[config.mk]
export PLATFORM = sky130hd
export DESIGN_NAME = cla_operand_stage
export DESIGN_NICKNAME = d
export VERILOG_FILES = /design/src/rtl/cla_pkg.sv /design/src/rtl/cla_pipe_slice.sv /design/src/rtl/cla_operand_stage.sv
export SDC_FILE = /design/constraint.sdc
export NUM_CORES = 1
export LEC_CHECK = 0
export ABC_AREA = 1
export CAP_MARGIN = 20
export CORE_UTILIZATION = 36
export CTS_BUF_LIST = sky130_fd_sc_hd__clkbuf_4 sky130_fd_sc_hd__clkbuf_8 sky130_fd_sc_hd__clkbuf_16
export DETAILED_ROUTE_END_ITERATION = 6
export GPL_ROUTABILITY_DRIVEN = 0
export PLACE_DENSITY = 0.75
export RECOVER_POWER = 100
export SKIP_LAST_GASP = 1
export SYNTH_ARGS = -nofsm -noshare
export SYNTH_HDL_FRONTEND = slang
export SYNTH_SLANG_ARGS = --single-unit
[constraint.sdc]
create_clock -name clk -period 1.3 [get_ports clk]
set_clock_uncertainty 0.05 [all_clocks]
set_input_delay 0.26 -clock clk [delete_from_list [all_inputs] [get_ports clk]]
set_output_delay 0.26 -clock clk [all_outputs]
set_load 0.01 [all_outputs]
[src/rtl/cla_pkg.sv]
// Shared widths and payload types for the CLA operand pipeline.
package cla_pkg;

  localparam int CLA_XW = 15;
  localparam int CLA_YW = 12;
  localparam int CLA_SW = CLA_XW + 1;

  typedef struct packed {
    logic [CLA_XW-1:0] x;
    logic [CLA_YW-1:0] y;
  } cla_opnd_t;

  typedef logic [CLA_SW-1:0] cla_sum_t;

endpackage

[src/rtl/cla_pipe_slice.sv]
// One valid/ready register slice with synchronous flush; full throughput, no bubbles.
// Handshake: a transfer happens on a rising edge where valid && ready; a source holds
// valid and data steady until that edge.
module cla_pipe_slice #(
  parameter int W = 8
) (
  input  logic         clk,
  input  logic         rst,
  input  logic         clr,
  input  logic         i_valid,
  output logic         o_ready,
  input  logic [W-1:0] i_data,
  output logic         o_valid,
  input  logic         i_ready,
  output logic [W-1:0] o_data
);

  logic         r_valid;
  logic [W-1:0] r_data;
  logic         w_adv;

  // The slice may load whenever it is empty or its content leaves this cycle.
  assign w_adv   = !r_valid || i_ready;
  assign o_ready = w_adv && !clr;

  always_ff @(posedge clk or posedge rst) begin
    if (rst) begin
      r_valid <= 1'b0;
      r_data  <= '0;
    end else if (clr) begin
      r_valid <= 1'b0;
    end else if (w_adv) begin
      r_valid <= i_valid;
      if (i_valid) r_data <= i_data;
    end
  end

  assign o_valid = r_valid;
  assign o_data  = r_data;

endmodule

[src/rtl/cla_operand_stage.sv]
// Two-slice valid/ready pipeline around an external combinational CLA adder.
// Optional statistics counters are built when CLA_STAGE_STATS_EN is defined.
module cla_operand_stage
  import cla_pkg::*;
#(
  parameter int XW    = CLA_XW,
  parameter int YW    = CLA_YW,
  parameter int SW    = XW + 1,
  parameter int CNT_W = 16
) (
  input  logic          clk,
  input  logic          rst,
  input  logic          clr,
  input  logic          in_valid,
  output logic          in_ready,
  input  logic [XW-1:0] in_x,
  input  logic [YW-1:0] in_y,
  output logic [XW-1:0] add_x,
  output logic [YW-1:0] add_y,
  input  logic [SW-1:0] add_s,
  output logic          out_valid,
  input  logic          out_ready,
  output logic [SW-1:0] out_sum,
  output logic          out_cout
`ifdef CLA_STAGE_STATS_EN
  ,
  output logic [CNT_W-1:0] stat_txn,
  output logic [CNT_W-1:0] stat_cout
`endif
);

  localparam int OPW = XW + YW;

  logic           w_s1_valid;
  logic [OPW-1:0] w_s1_data;
  logic           w_s2_ready;

  // Operand slice: its flops drive the adder directly.
  cla_pipe_slice #(.W(OPW)) u_opnd_slice (
    .clk     (clk),
    .rst     (rst),
    .clr     (clr),
    .i_valid (in_valid),
    .o_ready (in_ready),
    .i_data  ({in_x, in_y}),
    .o_valid (w_s1_valid),
    .i_ready (w_s2_ready),
    .o_data  (w_s1_data)
  );

  assign add_x = w_s1_data[OPW-1:YW];
  assign add_y = w_s1_data[YW-1:0];

  cla_pipe_slice #(.W(SW)) u_sum_slice (
    .clk     (clk),
    .rst     (rst),
    .clr     (clr),
    .i_valid (w_s1_valid),
    .o_ready (w_s2_ready),
    .i_data  (add_s),
    .o_valid (out_valid),
    .i_ready (out_ready),
    .o_data  (out_sum)
  );

  assign out_cout = out_sum[SW-1];

`ifdef CLA_STAGE_STATS_EN
  logic [CNT_W-1:0] r_stat_txn;
  logic [CNT_W-1:0] r_stat_cout;

  // Saturating counters of completed output transfers.
  always_ff @(posedge clk or posedge rst) begin
    if (rst) begin
      r_stat_txn  <= '0;
      r_stat_cout <= '0;
    end else if (clr) begin
      r_stat_txn  <= '0;
      r_stat_cout <= '0;
    end else if (out_valid && out_ready) begin
      if (r_stat_txn != '1) r_stat_txn <= r_stat_txn + CNT_W'(1);
      if (out_cout && (r_stat_cout != '1)) r_stat_cout <= r_stat_cout + CNT_W'(1);
    end
  end

  assign stat_txn  = r_stat_txn;
  assign stat_cout = r_stat_cout;
`endif

endmodule

==> impl_metrics.tcl, run 1 <==
set metrics [dict create \
    via_per_inst 4.51 \
    crit_arrival_ns 1.00 \
    drt-pass1-iter-count 4 \
    layout_setup_ws_ns -0.0123 \
    rr_startpoint "u_opnd_slice.o_valid$_DFFE_PP0P_" \
    startpoint "u_opnd_slice.o_valid$_DFFE_PP0P_" \
    coreArea_um2 5170 \
    yosys.area_share.simple 0.283 \
    synthAdderAreaFrac 0 \
    slew_violations 0 \
    grt_pass1_wl_um 6880 \
    slew_headroom 0.596 \
    rsz0062_at_grt "true" \
    drv_cap 0 \
    yosysWarnings 0 \
    drtIter0Drc 65 \
    vias 1692 \
    yosysSeqAreaShare 0.574 \
    cp-start-kind "register" \
    clk_latency_ns 0.28 \
    status "finished, violations left" \
    final_nets 352 \
    cts_buffers 5 \
    synth_area_um2 1960 \
    htreeDepth 2 \
    grt-ovfl-total 0 \
    crit_type "reg -> out" \
    drc_errors 0 \
    synth_compound_area_frac 0.0466 \
    cpPeakStageDelay_ns 0.40 \
    placementRows 26 \
    p_total_mw 3.69 \
    drt-total-wl_um 4750 \
    die_h_um 75.8 \
    critPathSlowestCell "dfrtp_1" \
    worstMarginPinSlew_ns 0.606 \
    port_buffers 93 \
    cp_max_fo 2 \
    yosys-mux-area-fraction 0 \
    diodes 0 \
    grt_util_all_layers 0.159 \
    p_leak_nw 1.62 \
    cts_tree "done" \
    die-area_um2 5750 \
    syn_nets 245 \
    ioPinCount 94 \
    powerDensity_nw_per_um2 1150 \
    ir_worst_vdd_mv 0.488 \
    area_growth_pct 63.7 \
    hold_start "clr" \
    ys_ff_latch 45 \
    avgSynthCellArea_um2 9.96 \
    r2r.worst_path.cells 6 \
    avgRoutedWirePerCell_um 12.7 \
    hpwl_um 3160 \
    clk_pin_slew_ns 0.08 \
    synth_top_family_by_area "simple AND/OR/NAND/NOR gates" \
    yosysUniqueCellTypes 16 \
    grt_max_degree 46 \
    cts.sinks 45 \
    violations "setup timing" \
    cts_buffer_depth 2 \
    period_minus_slack_ns 1.31 \
    drive_above_1_share 0.180 \
    first_global_vias 1531 \
    die_w_um 75.8 \
    fmax_ghz 0.762 \
    initial_core_util 0.379 \
    worst-endpoint-required_ns 0.99 \
    finalHoldViolCount 0 \
    placed_area_um2 2990 \
    ctsRootBufferMaster "clkbuf_8" \
    path_cells "a31oi_1 > buf_2" \
    final_common_cell "nand2_1" \
    finalSetupViolations 1 \
    pre_cts_ws_ns -0.440 \
    synth-xor-area-share 0 \
    min_path_cells 3 \
    hold_class "in -> reg" \
    ant_nets 0 \
    final_area_um2 3210 \
    antenna_found_initial 0 \
    worstSetupEndpointType "primary output" \
    final_cell_mix "71 x nand2_1, 45 x dfrtp_1, 44 x clkdlybuf4s50_1, 28 x clkdlybuf4s15_1, 19 x nand3_2" \
    synth_cells 197 \
    finalCritPeriodShare 1.01 \
]
-- power by group --
part	leakage (nW)	internal [mW]	switching (mW)	total, mW
sequential	0.560	1.60	0.105	1.71
combinational	0.999	0.492	0.413	0.906
clock	0.0619	0.647	0.436	1.08
-- per-layer routing --
| metal | GRT usage | part of all wire |
|---|---|---|
| met1 | 0.187 | 0.42 |
| met5 | 0 | 0 |
| met2 | 0.279 | 0.49 |
| met4 | 0.0432 | 0.0057 |
| met3 | 0.0529 | 0.081 |
-- area by class of cell --
type	count	area, um2
multi-input cells	122	676
fillers	433	1960
well taps	70	87.6
clock buffers	7	90.1
repair buffers	110	1120
clock inverters	1	30.0
flip-flops and latches	45	1130
inverters	20	81.3
-- worst paths after layout --
| kind | to | slack [ns] |
|---|---|---|
| worst max-delay path | in_ready | -0.01 |
| worst min-delay path | u_sum_slice.o_valid$_DFFE_PP0P_ | 0.30 |
| worst max register to register | u_opnd_slice.o_data[24]$_DFFE_PP0P_ | 0.03 |
| worst min register to register | u_opnd_slice.o_data[23]$_DFFE_PP0P_ | 0.42 |
| max in group asynchronous | u_opnd_slice.o_data[11]$_DFFE_PP0P_ | 0.18 |
| min in group asynchronous | u_opnd_slice.o_data[15]$_DFFE_PP0P_ | 0.61 |
-- state kept, by name (all words and copies together) (netlist names) --
register              flops
u_sum_slice.o_valid       1
u_opnd_slice.o_data      27
u_opnd_slice.o_valid      1
u_sum_slice.o_data       16
-- through the flow --
step           utilization  setup TNS, ns  instances  hold WS [ns]
3_5_place_dp         0.578         -13.10        360         0.408
5_1_grt              0.621         -0.269        375         0.295
2_1_floorplan            -              0        197         0.221
3_3_place_gp         0.578         -12.02        360         0.404
6_report             0.621        -0.0123        375         0.305
4_1_cts              0.592         -0.176        368         0.331
-- critical path, delay by kind of cell (launching register included) --
family | cells | cell delay, ns
compound gates | 1 | 0.17
buf+inv | 1 | 0.15
flops | 1 | 0.40
-- repair_timing --
action	in CTS	in global routing
buffers inserted	0	4
gates cloned	0	3
setup endpoints to repair	47	74
hold buffers	0	0
pin swaps	0	4
resized for setup	51	46
-- Yosys cell counts, drive strengths merged --
master / instances / area, um2
a31oi: 1 / 6.26
nor2: 1 / 11.3
buf: 11 / 115
nand2: 73 / 282
nand4: 1 / 21.3
inv: 20 / 75.1
dfrtp: 45 / 1130
nand3: 28 / 240
o21ai: 17 / 85.1
-- logic make-up (layout without fill, tap and decap cells) --
family / after synthesis / in the layout
buffers and inverters: 31 / 138
AO/OA/AOI/OAI: 18 / 18
flip-flops: 45 / 45
AND/OR/NAND/NOR: 103 / 104
Power figures use the tool's default switching activity.
==> run 2: changes to the inputs <==
Settings changed: ABC_AREA 1 to 0, CORE_UTILIZATION 36 to 35, CTS_BUF_LIST sky130_fd_sc_hd__clkbuf_4 sky130_fd_sc_hd__clkbuf_8 sky130_fd_sc_hd__clkbuf_16 to default.
==> run 2 against run 1 <==
  * The run still ends with setup timing left
  * Clock-buffer cell count fell by 2
  * Hold slack improved by 0.064 ns
  * Flip-flop and latch count did not move
  * Critical path depth rose by 3
  * Critical endpoint is now u_opnd_slice.o_data[14]$_DFFE_PP0P_
  * Largest power group unchanged
  * Synthesized cell count fell by 48%
  * First-iteration DRC count fell by 35%
  * Largest cell class unchanged
  * Die area fell by 4.9%
==> impl_metrics.tcl, run 2 <==
set metrics [dict create \
    period_minus_slack_ns 1.75 \
    register_area_um2 1130 \
    avgRoutedWirePerCell_um 15.2 \
    ant_nets 0 \
    ys_ff_latch 45 \
    layout_setup_ws_ns -0.448 \
    synth_largest_area_cell "dfrtp_1" \
    hold_class "in -> async" \
    r2r.worst_path.cells 4 \
    syn_nets 151 \
    cts_buffer_depth 2 \
    cp-start-kind "input pin" \
    worstSetupPathDepth 5 \
    violations "setup timing" \
    placementRows 25 \
    grt_max_degree 21 \
    fill_cells 367 \
    antenna_found_initial 0 \
    slew_violations 0 \
    yosysSeqAreaShare 0.622 \
    drtIter0Drc 42 \
    cts_hold_buffers 0 \
    async_reset_ff_frac 1.00 \
    fmax_ghz 0.572 \
    drt-total-wl_um 4370 \
    avgSynthCellArea_um2 17.6 \
    worst-endpoint-required_ns 1.43 \
    initial_core_util 0.374 \
    grt_pass1_wl_um 6660 \
    vias 1271 \
    worstSetupEndpointType "register" \
    p_total_mw 3.85 \
    pre_cts_ws_ns -0.736 \
    finalCritPeriodShare 1.34 \
    finalHoldViolCount 0 \
    hpwl_um 2880 \
    yosysUniqueCellTypes 12 \
    ctsRootBufferMaster "clkbuf_8" \
    clk_pin_slew_ns 0.09 \
    synth_cells 103 \
    die_w_um 73.9 \
    port_buffers 93 \
    crit_arrival_ns 1.88 \
    synth-edff-count 0 \
    yosysMostFrequentCell "dfrtp_1" \
    ioPinCount 94 \
    layout.cells.non_filler 288 \
    final_area_um2 3110 \
    synth_ff_type "dfrtp_1" \
    cpPeakStageDelay_ns 0.49 \
    finalSetupViolations 44 \
    final_nets 268 \
    p_leak_nw 1.45 \
    crit_type "in -> reg" \
    critPathSlowestCell "clkdlybuf4s50_1" \
    drv_cap 0 \
    path_cells "clkdlybuf4s50_1 > and3b_1 > or3b_4 > buf_12 > mux2_4" \
    rr_startpoint "u_opnd_slice.o_valid$_DFFE_PP0P_" \
    via_per_inst 4.41 \
    path_delay_family "buffers and inverters" \
    yosysWarnings 0 \
    rsz0062_at_grt "true" \
    dpl.cell_count 264 \
    coreArea_um2 4850 \
    htreeDepth 2 \
    hold_ws_ns 0.369 \
    cp_max_fo 14 \
    path_buf_inv 2 \
    cts_tree "done" \
    synthTopCellsByArea "dfrtp_1 62%, mux2_4 17%, mux2_2 14%" \
    placed_area_um2 2860 \
    powerDensity_nw_per_um2 1240 \
    drt-pass1-iter-count 2 \
    status "finished, violations left" \
    r2r_setup_slack_ns -0.40 \
    largest_register_ffs 27 \
    die_h_um 73.9 \
    first_global_vias 1333 \
    multi_input_area_um2 682 \
    synthTopCellsByCount "45 x dfrtp_1, 23 x mux2_2, 20 x mux2_4" \
    grt-ovfl-total 0 \
    slew_headroom 0.647 \
    cts.sinks 45 \
    grt_util_all_layers 0.168 \
    area_growth_pct 71.5 \
    die-area_um2 5470 \
    synth.top_cell.area_share 0.622 \
    clk_latency_ns 0.30 \
    synth_area_um2 1810 \
    cts_buffers 5 \
    drc_errors 0 \
    diodes 0 \
    ir_worst_vdd_mv 0.709 \
    final_cell_mix "46 x clkdlybuf4s50_1, 45 x dfrtp_1, 39 x clkdlybuf4s15_1, 35 x mux2_4, 15 x buf_4" \
    worstMarginPinSlew_ns 0.527 \
    final_common_cell "clkdlybuf4s50_1" \
    drive_above_1_share 0.367 \
    r2r_end "u_opnd_slice.o_data[14]$_DFFE_PP0P_" \
]
-- run 2: cell count changes in the layout (fill, tap and decap cells not counted), sizes merged, moves of 8 or more --
cell	previous run	this run
buf	16	24
clkdlybuf4s15	28	39
dlygate4sd2	16	3
inv	19	1
mux2	0	43
nand2	74	0
nand3	28	0
o21ai	17	0
-- run 2: power by group --
group / leakage [nW] / switching [mW] / internal [mW]
logic: 0.868 / 0.406 / 0.812
registers: 0.533 / 0.138 / 1.63
clock network: 0.0445 / 0.476 / 0.381
-- run 2: kinds of logic (layout without fill, tap and decap cells) --
family / Yosys count / after routing / synth area share
buffers and inverters: 6 / 124 / 0.0387
DFF: 45 / 45 / 0.622
muxes: 43 / 43 / 0.309
and+or+nand+nor: 9 / 9 / 0.0311
-- run 2: timing repair --
item                       in CTS  in global routing
buffers inserted                5                 11
pin swaps                       0                  1
hold endpoints to repair        0                  0
cloned                          2                  0
gates resized for setup        75                 45
setup endpoints to repair      89                 79
-- run 2: final cells by class --
type                    count  share of cell area
clock inverters             3             0.00685
repair buffers            115               0.360
multi-input cells          52               0.219
well taps                  67              0.0270
flip-flops and latches     45               0.362
inverters                   1             0.00161
clock buffers               5              0.0222
-- run 2: how the worst max path moves through the flow --
stage,slack (ns),to,start
final,-0.45,u_opnd_slice.o_data[14]$_DFFE_PP0P_,out_ready
after global routing,-0.46,u_opnd_slice.o_data[14]$_DFFE_PP0P_,out_ready
after CTS,-0.41,u_opnd_slice.o_data[17]$_DFFE_PP0P_,out_ready
after detailed placement,-0.74,u_opnd_slice.o_data[20]$_DFFE_PP0P_,out_ready
after global placement,-0.70,u_opnd_slice.o_data[14]$_DFFE_PP0P_,out_ready
after floorplan,-0.40,u_opnd_slice.o_data[10]$_DFFE_PP0P_,u_sum_slice.o_valid$_DFFE_PP0P_
-- run 2: worst register-to-register path, delay by kind of cell (launching register included) --
family,cells,cell delay (ns)
and+or+nand+nor,2,0.64
DFF,1,0.40
muxes,1,0.31
buffers and inverters,1,0.18
-- run 2: through the flow --
step           TNS (ns)   util
6_report         -16.99  0.641
4_1_cts          -16.62  0.625
5_1_grt          -18.63  0.641
3_5_place_dp     -29.26  0.590
3_3_place_gp     -28.06  0.590
2_1_floorplan    -14.60      -
-- run 2: metal layers --
| layer | GRT usage | part of all wire | up-vias | wire length, um |
|---|---|---|---|---|
| met2 | 0.259 | 0.50 | 59 | 2190 |
| met1 | 0.211 | 0.40 | 613 | 1750 |
| li1 | - | - | 588 | - |
| met4 | 0.0855 | 0.020 | 0 | 87 |
| met5 | 0 | 0 | - | 0 |
| met3 | 0.0569 | 0.079 | 11 | 346 |
